### src/rtl/parity_pkg.sv
// Types and constants shared by the parity-protected byte path
// (frame transmitter, parity checker and their benches).
package parity_pkg;

  typedef enum logic [2:0] {
    IDLE   = 3'd0,
    START  = 3'd1,
    DATA   = 3'd2,
    PARITY = 3'd3,
    STOP   = 3'd4
  } tx_state_t;

  localparam logic PARITY_EVEN = 1'b0;
  localparam logic PARITY_ODD  = 1'b1;

  localparam int DATA_W_DEF = 8;
  // start + data + parity + stop
  localparam int FRAME_BITS = DATA_W_DEF + 3;

endpackage

### src/rtl/parity_gen.sv
// Parity bit for one data word; the receive-side checker instantiates this
// same block so both ends agree on the definition.
module parity_gen #(
  parameter int DATA_W     = 8,
  parameter int ODD_PARITY = 0
) (
  input  logic [DATA_W-1:0] data_i,
  output logic              parity_o
);

  localparam logic OddSel = (ODD_PARITY != 0);

  assign parity_o = (^data_i) ^ OddSel;

endmodule

### src/rtl/parity_frame_tx.sv
// Byte-to-serial framer: start bit, DATA_W data bits LSB first, parity bit,
// stop bit, each held CLKS_PER_BIT clocks. Line idles high.
//
// Handshake: a byte is transferred on the rising clk edge where
// in_valid && in_ready; in_ready is high only while the framer is idle,
// and in_valid/in_data are ignored at every other time.
module parity_frame_tx
  import parity_pkg::*;
#(
  parameter int DATA_W       = 8,
  parameter int CLKS_PER_BIT = 4,
  parameter int ODD_PARITY   = 0
) (
  input  logic              clk,
  input  logic              reset,
  input  logic              in_valid,
  input  logic [DATA_W-1:0] in_data,
  output logic              in_ready,
  output logic              tx_out,
  output logic              busy,
  output logic              frame_done,
  output logic [3:0]        frame_count,
  output logic [2:0]        state_dbg
);

  localparam int TW = (CLKS_PER_BIT > 1) ? $clog2(CLKS_PER_BIT) : 1;
  localparam int IW = (DATA_W > 1) ? $clog2(DATA_W) : 1;
  localparam logic [TW-1:0] TimerLast = TW'(CLKS_PER_BIT - 1);
  localparam logic [IW-1:0] IdxLast   = IW'(DATA_W - 1);

  tx_state_t         state_q;
  logic [DATA_W-1:0] shift_q;
  logic              par_q;
  logic [TW-1:0]     timer_q;
  logic [IW-1:0]     idx_q;
  logic              tx_q;
  logic              ready_q;
  logic              busy_q;
  logic              done_q;
  logic [3:0]        count_q;

  logic par_d;
  logic bit_end;

  parity_gen #(
    .DATA_W     (DATA_W),
    .ODD_PARITY (ODD_PARITY)
  ) u_parity_gen (
    .data_i   (in_data),
    .parity_o (par_d)
  );

  assign bit_end = (timer_q == TimerLast);

  always_ff @(posedge clk or negedge reset) begin
    if (!reset) begin
      state_q <= IDLE;
      shift_q <= '0;
      par_q   <= 1'b0;
      timer_q <= '0;
      idx_q   <= '0;
      tx_q    <= 1'b1;
      ready_q <= 1'b1;
      busy_q  <= 1'b0;
      done_q  <= 1'b0;
      count_q <= 4'd0;
    end else begin
      done_q <= 1'b0;
      if (state_q != IDLE) begin
        timer_q <= bit_end ? '0 : timer_q + 1'b1;
      end
      case (state_q)
        IDLE: begin
          if (in_valid && ready_q) begin
            shift_q <= in_data;
            par_q   <= par_d;
            timer_q <= '0;
            tx_q    <= 1'b0;
            busy_q  <= 1'b1;
            ready_q <= 1'b0;
            state_q <= START;
          end
        end
        START: begin
          if (bit_end) begin
            tx_q    <= shift_q[0];
            shift_q <= shift_q >> 1;
            idx_q   <= '0;
            state_q <= DATA;
          end
        end
        DATA: begin
          if (bit_end) begin
            if (idx_q == IdxLast) begin
              tx_q    <= par_q;
              state_q <= PARITY;
            end else begin
              tx_q    <= shift_q[0];
              shift_q <= shift_q >> 1;
              idx_q   <= idx_q + 1'b1;
            end
          end
        end
        PARITY: begin
          if (bit_end) begin
            tx_q    <= 1'b1;
            state_q <= STOP;
          end
        end
        STOP: begin
          if (bit_end) begin
            busy_q  <= 1'b0;
            ready_q <= 1'b1;
            done_q  <= 1'b1;
            count_q <= count_q + 4'd1;
            state_q <= IDLE;
          end
        end
        default: begin
          tx_q    <= 1'b1;
          busy_q  <= 1'b0;
          ready_q <= 1'b1;
          state_q <= IDLE;
        end
      endcase
    end
  end

  assign in_ready    = ready_q;
  assign tx_out      = tx_q;
  assign busy        = busy_q;
  assign frame_done  = done_q;
  assign frame_count = count_q;
  assign state_dbg   = state_q;

endmodule

### config.mk
export PLATFORM = sky130hd
export DESIGN_NAME = parity_frame_tx
export DESIGN_NICKNAME = d
export VERILOG_FILES = /design/src/rtl/parity_pkg.sv /design/src/rtl/parity_gen.sv /design/src/rtl/parity_frame_tx.sv
export SDC_FILE = /design/constraint.sdc
export NUM_CORES = 1
export LEC_CHECK = 0
export ABC_AREA = 0
export CORE_UTILIZATION = 52
export DETAILED_ROUTE_END_ITERATION = 16
export PLACE_DENSITY = 0.75
export SYNTH_ARGS = -nofsm -noshare
export SYNTH_HDL_FRONTEND = slang
export SYNTH_HIERARCHICAL = 1
export SYNTH_SLANG_ARGS = --single-unit
### constraint.sdc
create_clock -name clk -period 2.35 [get_ports clk]
set_clock_uncertainty 0.05 [all_clocks]
set_input_delay 0.3525 -clock clk [delete_from_list [all_inputs] [get_ports clk]]
set_output_delay 0.3525 -clock clk [all_outputs]
set_load 0.1 [all_outputs]
* Word level (Yosys, flattened, before mapping)
Cells that the tools add are included.
W data, S select, Z words.
** Storage, ports and cells
- Bits in latches :: 0
- Input port bits :: 11
- RAM bits :: 0
- Output and inout bits :: 11
- Bits in registers :: 25
- Bits in read-only memories :: 0
- Memories kept :: 0
** Operators by class
- Equal/unequal tests :: 13
- Divide/modulo/power cells :: 0
- Add/subtract/negate cells :: 3
- Magnitude comparators :: 0
- Multipliers :: 0
- Reduce and logical (&&, ||, !) cells :: 14
- Shift-type cells :: 0
- Mux-type cells :: 31
- Bitwise operators :: 2
** Operator list (count)
- $mux W8 :: 4
- $mux W3 :: 8
- $pmux W8 S3 :: 1
- $pmux W3 S5 :: 1
- $ne A2 B2 Y1 const B :: 7
- $reduce_and A5 Y1 :: 2
- $mux W1 :: 9
- $mux W2 :: 4
- $reduce_xor A8 Y1 :: 1
- $eq A3 B2 Y1 const B :: 2
- $eq A3 B3 Y1 const B :: 2
- $pmux W1 S3 :: 2
- $pmux W3 S2 :: 1
- $reduce_and A6 Y1 :: 1
- $reduce_bool A3 Y1 :: 2
- $pmux W1 S5 :: 1
- $add A4 B1 Y4 const B :: 1
- $reduce_and A2 Y1 :: 2
- $reduce_and A4 Y1 :: 1
- $add A3 B1 Y3 const B :: 1
- $eq A3 B1 Y1 const B :: 1
- $logic_not A3 Y1 :: 1
- $reduce_and A3 Y1 :: 1
- $reduce_or A3 Y1 :: 1
- 5 further kinds :: 6

* Longest topological paths before layout
- Word-level depth :: 5
- Depth in mapped cells :: 6
- Mapped depth without buffers :: 6

* By module
The synthesis kept the hierarchy.
** Modules (own cells, without submodules)
- parity_frame_tx :: cells an instance 111, instances 1, area an instance 1244.9 um^2
- parity_gen :: cells an instance 7, instances 1, area an instance 61.3 um^2

* Worst setup path before layout
OpenSTA, ideal clock, no wires.
- Path kind :: flip-flop to flip-flop
- From :: register state_q[0], in the netlist state_dbg[0]
- To :: register shift_q[0]
- Slack :: 0.263 ns
- Clock period less this slack :: 2.087 ns
- Library setup time :: 0.079 ns
- Cell stages (with the launch flop) :: 6
- Data arrival time :: 1.958 ns
- Buffers on the path :: 1
- Path through :: dfrtp_1 > buf_4 > a21oi_1 > o32ai_4 > o21a_4 > a2bb2oi_1
** On the way
- Longest elaborated chain between the ends :: 3
** Ends and longest elaborated chain
- start, declared :: line parity_frame_tx.sv:31 : tx_state_t state_q;
- start signal, assigned :: line parity_frame_tx.sv:57 : state_q <= IDLE;
- start signal, assigned :: line parity_frame_tx.sv:81 : state_q <= START;
- start signal, assigned :: line parity_frame_tx.sv:89 : state_q <= DATA;
- $eq A3 B2 Y1, or another cell as far along :: line parity_frame_tx.sv:72 : case (state_q)
- $ne A2 B2 Y1 (no source line) or $reduce_bool A3 Y1 (tied branches)
- $reduce_and A5 Y1 (no source line)
- end signal, assigned :: line parity_frame_tx.sv:75 : shift_q <= in_data;
- end signal, assigned :: line parity_frame_tx.sv:87 : shift_q <= shift_q >> 1;
- end signal, assigned :: line parity_frame_tx.sv:99 : shift_q <= shift_q >> 1;
- end, declared :: line parity_frame_tx.sv:32 : logic [DATA_W-1:0] shift_q;
Parallel ways exist; a longest one is shown, timed or not.
A chain may end at the register's enable or synchronous reset.

* Final worst setup path
- From :: register idx_q[0]
- To :: register shift_q[5]
** On the way
- Longest elaborated chain between the ends :: 3
** Ends and longest elaborated chain
- start, declared :: line parity_frame_tx.sv:35 : logic [IW-1:0] idx_q;
- start signal, assigned :: line parity_frame_tx.sv:100 : idx_q <= idx_q + 1'b1;
- $eq A3 B3 Y1 :: line parity_frame_tx.sv:94 : if (idx_q == IdxLast) begin
- $ne A2 B2 Y1 (no source line)
- $reduce_and A5 Y1 (no source line)
Every way passes these cells.

==> PnR_summary.wiki <==
{| class="wikitable"
! Metric !! Value
|-
| Total Negative Setup Slacks || 0 ns
|-
| Kind of path behind the tightest hold check || in -> async
|-
| Layout filler cell count || 181
|-
| Maximum number of pins on one net before global-route repair || 26
|-
| Required time of the worst setup path || 2.55 ns
|-
| Grt ovf || 0
|-
| Outcome || complete, no violations
|-
| Drt drc || 0
|-
| Share of post-route cells with drive strength above 1 || between 10% and 20%
|-
| I/O pin count || 22
|-
| Worst setup path startpoint || idx_q[0]$_DFFE_PN0P_
|-
| Via count of the first global-routing pass || about 970
|-
| Unrepaired setup endpoints after global routing || no
|-
| Post-Layout Inst Area || approximately 0.0015 mm²
|-
| Final worst path period share || 81.5%
|-
| Number of placement rows || 17
|-
| MaxCap Viol Count || 0
|-
| TritonCTS clock tree || built
|-
| Mean cell area of the mapped netlist || 11.1 µm²
|-
| Worst EP arrival || 2.12 ns
|-
| R2R Path Start || idx_q[0]$_DFFE_PN0P_
|-
| Clock sinks || 25
|-
| Cells taking the most area after synthesis || dfrtp_1 44%, xnor2_1 5.4%, a2bb2oi_1 4.7%
|-
| Slowest CP cell || o32ai_4
|-
| Core box area || about 0.0023 mm²
|-
| Terminus of the critical flop-to-flop path || shift_q[5]$_DFFE_PN0P_
|-
| Post-route ant nets || 0
|-
| CP dominant cell by count || ha_1
|-
| # hold bufs at CTS || 0
|-
| Count of distinct cell types in the synthesized netlist || 37
|-
| Area share of the leading cell type in the synthesized netlist || 44.1%
|-
| Total buffers and inverters traversed by the critical path || 0
|-
| Cell type group with the largest total delay on the critical path || compound AO/OA/AOI/OAI gates
|-
| Area grow syn2layout || 17.3%
|-
| Synth warn || 6
|-
| Total setup violations reported at the end of the flow || 0
|-
| Antenna Cells || 0
|-
| Post-synthesis cell count || 118
|-
| Type of origin of the critical path || register
|-
| Post-Place Cell Area || 0.00151 mm²
|-
| Worst relative slew slack || 59.0%
|-
| Number of buffers created by CTS || 3
|-
| Wire length reported by the detailed router || 2530 µm
|-
| Wire length of the first global-routing pass || 4420 µm
|-
| Register area || 628 µm²
|-
| Critical setup path kind || reg -> reg
|-
| Asr flop ratio synth || 100%
|-
| Routed wire length per instance || 15.2 µm
|-
| Largest fanout on the critical path || 9
|-
| Leak || 0.674 nW
|-
| Nets || 155
|-
| Global placer's final weighted congestion || ~0.73
|-
| Cell depth of the worst setup path || 5
|-
| Initial antenna violation count || 0
|-
| Endpoint kind of the worst setup timing path || register
|-
| Worst slack after detailed placement || between 0.4 and 0.5 ns
|-
| Worst-skew pair later-pin latency || 0.32 ns
|-
| Chip Width || 52.1 µm
|-
| Buffer type at the clock tree root || clkbuf_4
|-
| DPL Wire Length || 1790 µm
|-
| Number of flops mapped to enable cells by yosys || 0
|-
| Maximum clock path buffer count || 2
|-
| Final critical-path required period || 1.92 ns
|-
| DIE HEIGHT || 52.1 µm
|-
| Worst-margin pin slew || 0.615 ns
|-
| Post-CTS resize count || 0
|-
| Total power divided by cell area || 1470 mW/mm²
|-
| DR vias || just under 1000
|-
| Synthesized Nets || 133
|-
| Cell taking the most area after synthesis || dfrtp_1
|-
| Register area share after synthesis || 48.1%
|-
| Via-to-Cell Ratio || 5.77
|-
| Most used flip-flop cell after synthesis || dfrtp_1
|-
| Number of post-CTS setup repair buffers || 0
|-
| Pins Over Slew Limit || 0
|-
| Max H-tree Level || 1
|-
| Synthesis-stage register bit count || 25
|-
| Worst IR Drop VDD || 1070 µV
|-
| CP Cell Sequence || ha_1 > ha_1 > o32ai_4 > o21a_4 > a2bb2oi_1
|-
| Cell area after synthesis || 0.00131 mm²
|-
| Slowest stage delay, CP || 0.49 ns
|-
| Logic depth of the worst register-to-register path || 5
|-
| GRT Util Overall || 22.7%
|-
| Initial detailed-routing violation count || 13
|-
| Number of endpoints with negative hold slack in the final report || 0
|-
| Worst-case setup margin in the final layout || between 0.4 and 0.5 ns
|-
| Starting density of the core || 56.9%
|-
| Worst setup endpoint || shift_q[5]$_DFFE_PN0P_
|-
| Die area || about 0.0027 mm²
|-
| Clock-pin slew on the worst setup and hold paths || 0.13 ns
|-
| Max Freq || 522 MHz
|-
| Number of I/O port buffers || 21
|-
| Area of combinational cells with multiple inputs || roughly 640 µm²
|-
| Slack of the worst reg-to-reg path || 0.43 ns
|-
| Pre-Repair DR Iteration Count || 4
|}
[through the flow]
| step | power, mW | utilization, % | hold slack, ns | instances |
|---|---|---|---|---|
| global route | 2.42 | 66.7 | 0.373 | 167 |
| CTS | 2.26 | 66.7 | 0.330 | 167 |
| detailed placement | 2.07 | 65.6 | 0.420 | 163 |
| global placement | 2.03 | 65.6 | 0.413 | 163 |
| floorplan | 1.81 | - | 0.00691 | 118 |
| finish | 2.26 | 66.7 | 0.320 | 167 |
[area by class of cell]
cell class                      instances  share of cell area (%)
Inverter                                4                   0.980
Clock buffer                            4                    1.71
Timing Repair Buffer                   22                    12.4
Multi-Input combinational cell         84                    41.6
Tap cell                               28                    2.29
Sequential cell                        25                    41.0
[layer usage]
metal / vias up / global-route usage, % / wire length (µm)
li1: 478 / - / -
met1: 464 / 30.1 / 1220
met2: 18 / 37.2 / 1210
met3: 4 / 2.63 / 69
met4: 0 / 9.46 / 32
met5: - / 0 / 0
[cells by family (layout without fill, tap and decap cells)]
family / after synthesis / count (layout) / share of synthesized area [%]
compound gates: 31 / 31 / 18.8
simple gates: 31 / 31 / 13.3
flops: 25 / 25 / 48.1
fa+ha+maj: 4 / 4 / 3.83
xor+xnor: 12 / 12 / 8.05
mux: 6 / 6 / 4.88
buf+inv: 9 / 30 / 3.07
[flip-flops by register name, indices dropped and copies added (netlist names)]
signal       count
frame_done       1
in_ready         1
busy             1
tx_out           1
state_dbg        3
par_q            1
idx_q            3
shift_q          8
timer_q          2
frame_count      4
[cells in the mapped netlist, types with 2 or more instances]
cell type  instances
nor2_1             4
o21ai_0            5
nand3_1            5
nand2_1            9
nor3_1             2
mux2_2             3
buf_2              2
a21oi_1            4
a2bb2oi_1          7
dfrtp_1           23
inv_1              4
xnor2_1            8
nand2b_1           2
o22ai_1            7
ha_1               4
clkbuf_1           2
dfstp_2            2
mux2i_1            3
xor2_1             4
[cells in the final DEF, fill, tap and decap left out, types with 4 or more instances in the layout]
| cell type | synthesis | layout |
|---|---|---|
| dfrtp_1 | 23 | 23 |
| nor2_1 | 4 | 4 |
| o22ai_1 | 7 | 7 |
| o21ai_0 | 5 | 5 |
| ha_1 | 4 | 4 |
| inv_1 | 4 | 4 |
| a2bb2oi_1 | 7 | 7 |
| xor2_1 | 4 | 4 |
| xnor2_1 | 8 | 8 |
| buf_4 | 1 | 12 |
| nand3_1 | 5 | 5 |
| a21oi_1 | 4 | 4 |
| nand2_1 | 9 | 9 |
| clkdlybuf4s50_1 | 0 | 10 |
[worst register-to-register path, delay by kind of cell (launching register included)]
kind / cells / cell delay (ns)
AO/OA/AOI/OAI: 3 / 0.92
flip-flops: 1 / 0.42
adder cells (fa/ha/maj): 2 / 0.45
[report_power, final]
group	leakage (nW)	switching (mW)	internal [mW]
Combinational	0.354	0.796	0.469
Clock	0.0150	0.129	0.0666
Sequential	0.306	0.192	0.605
[how the worst min path moves through the flow]
stage / to / slack, ns / cells past startpoint
after global routing: par_q$_DFFE_PN0P_ / 0.37 / 2
after global placement: frame_count[3]$_DFFE_PN0P_ / 0.41 / 1
after CTS: state_dbg[1]$_DFFE_PN0P_ / 0.33 / 2
after detailed placement: frame_count[3]$_DFFE_PN0P_ / 0.42 / 1
after floorplan: busy$_DFFE_PN0P_ / 0.007 / 0
final: state_dbg[1]$_DFFE_PN0P_ / 0.32 / 2
Power figures use the tool's default switching activity.
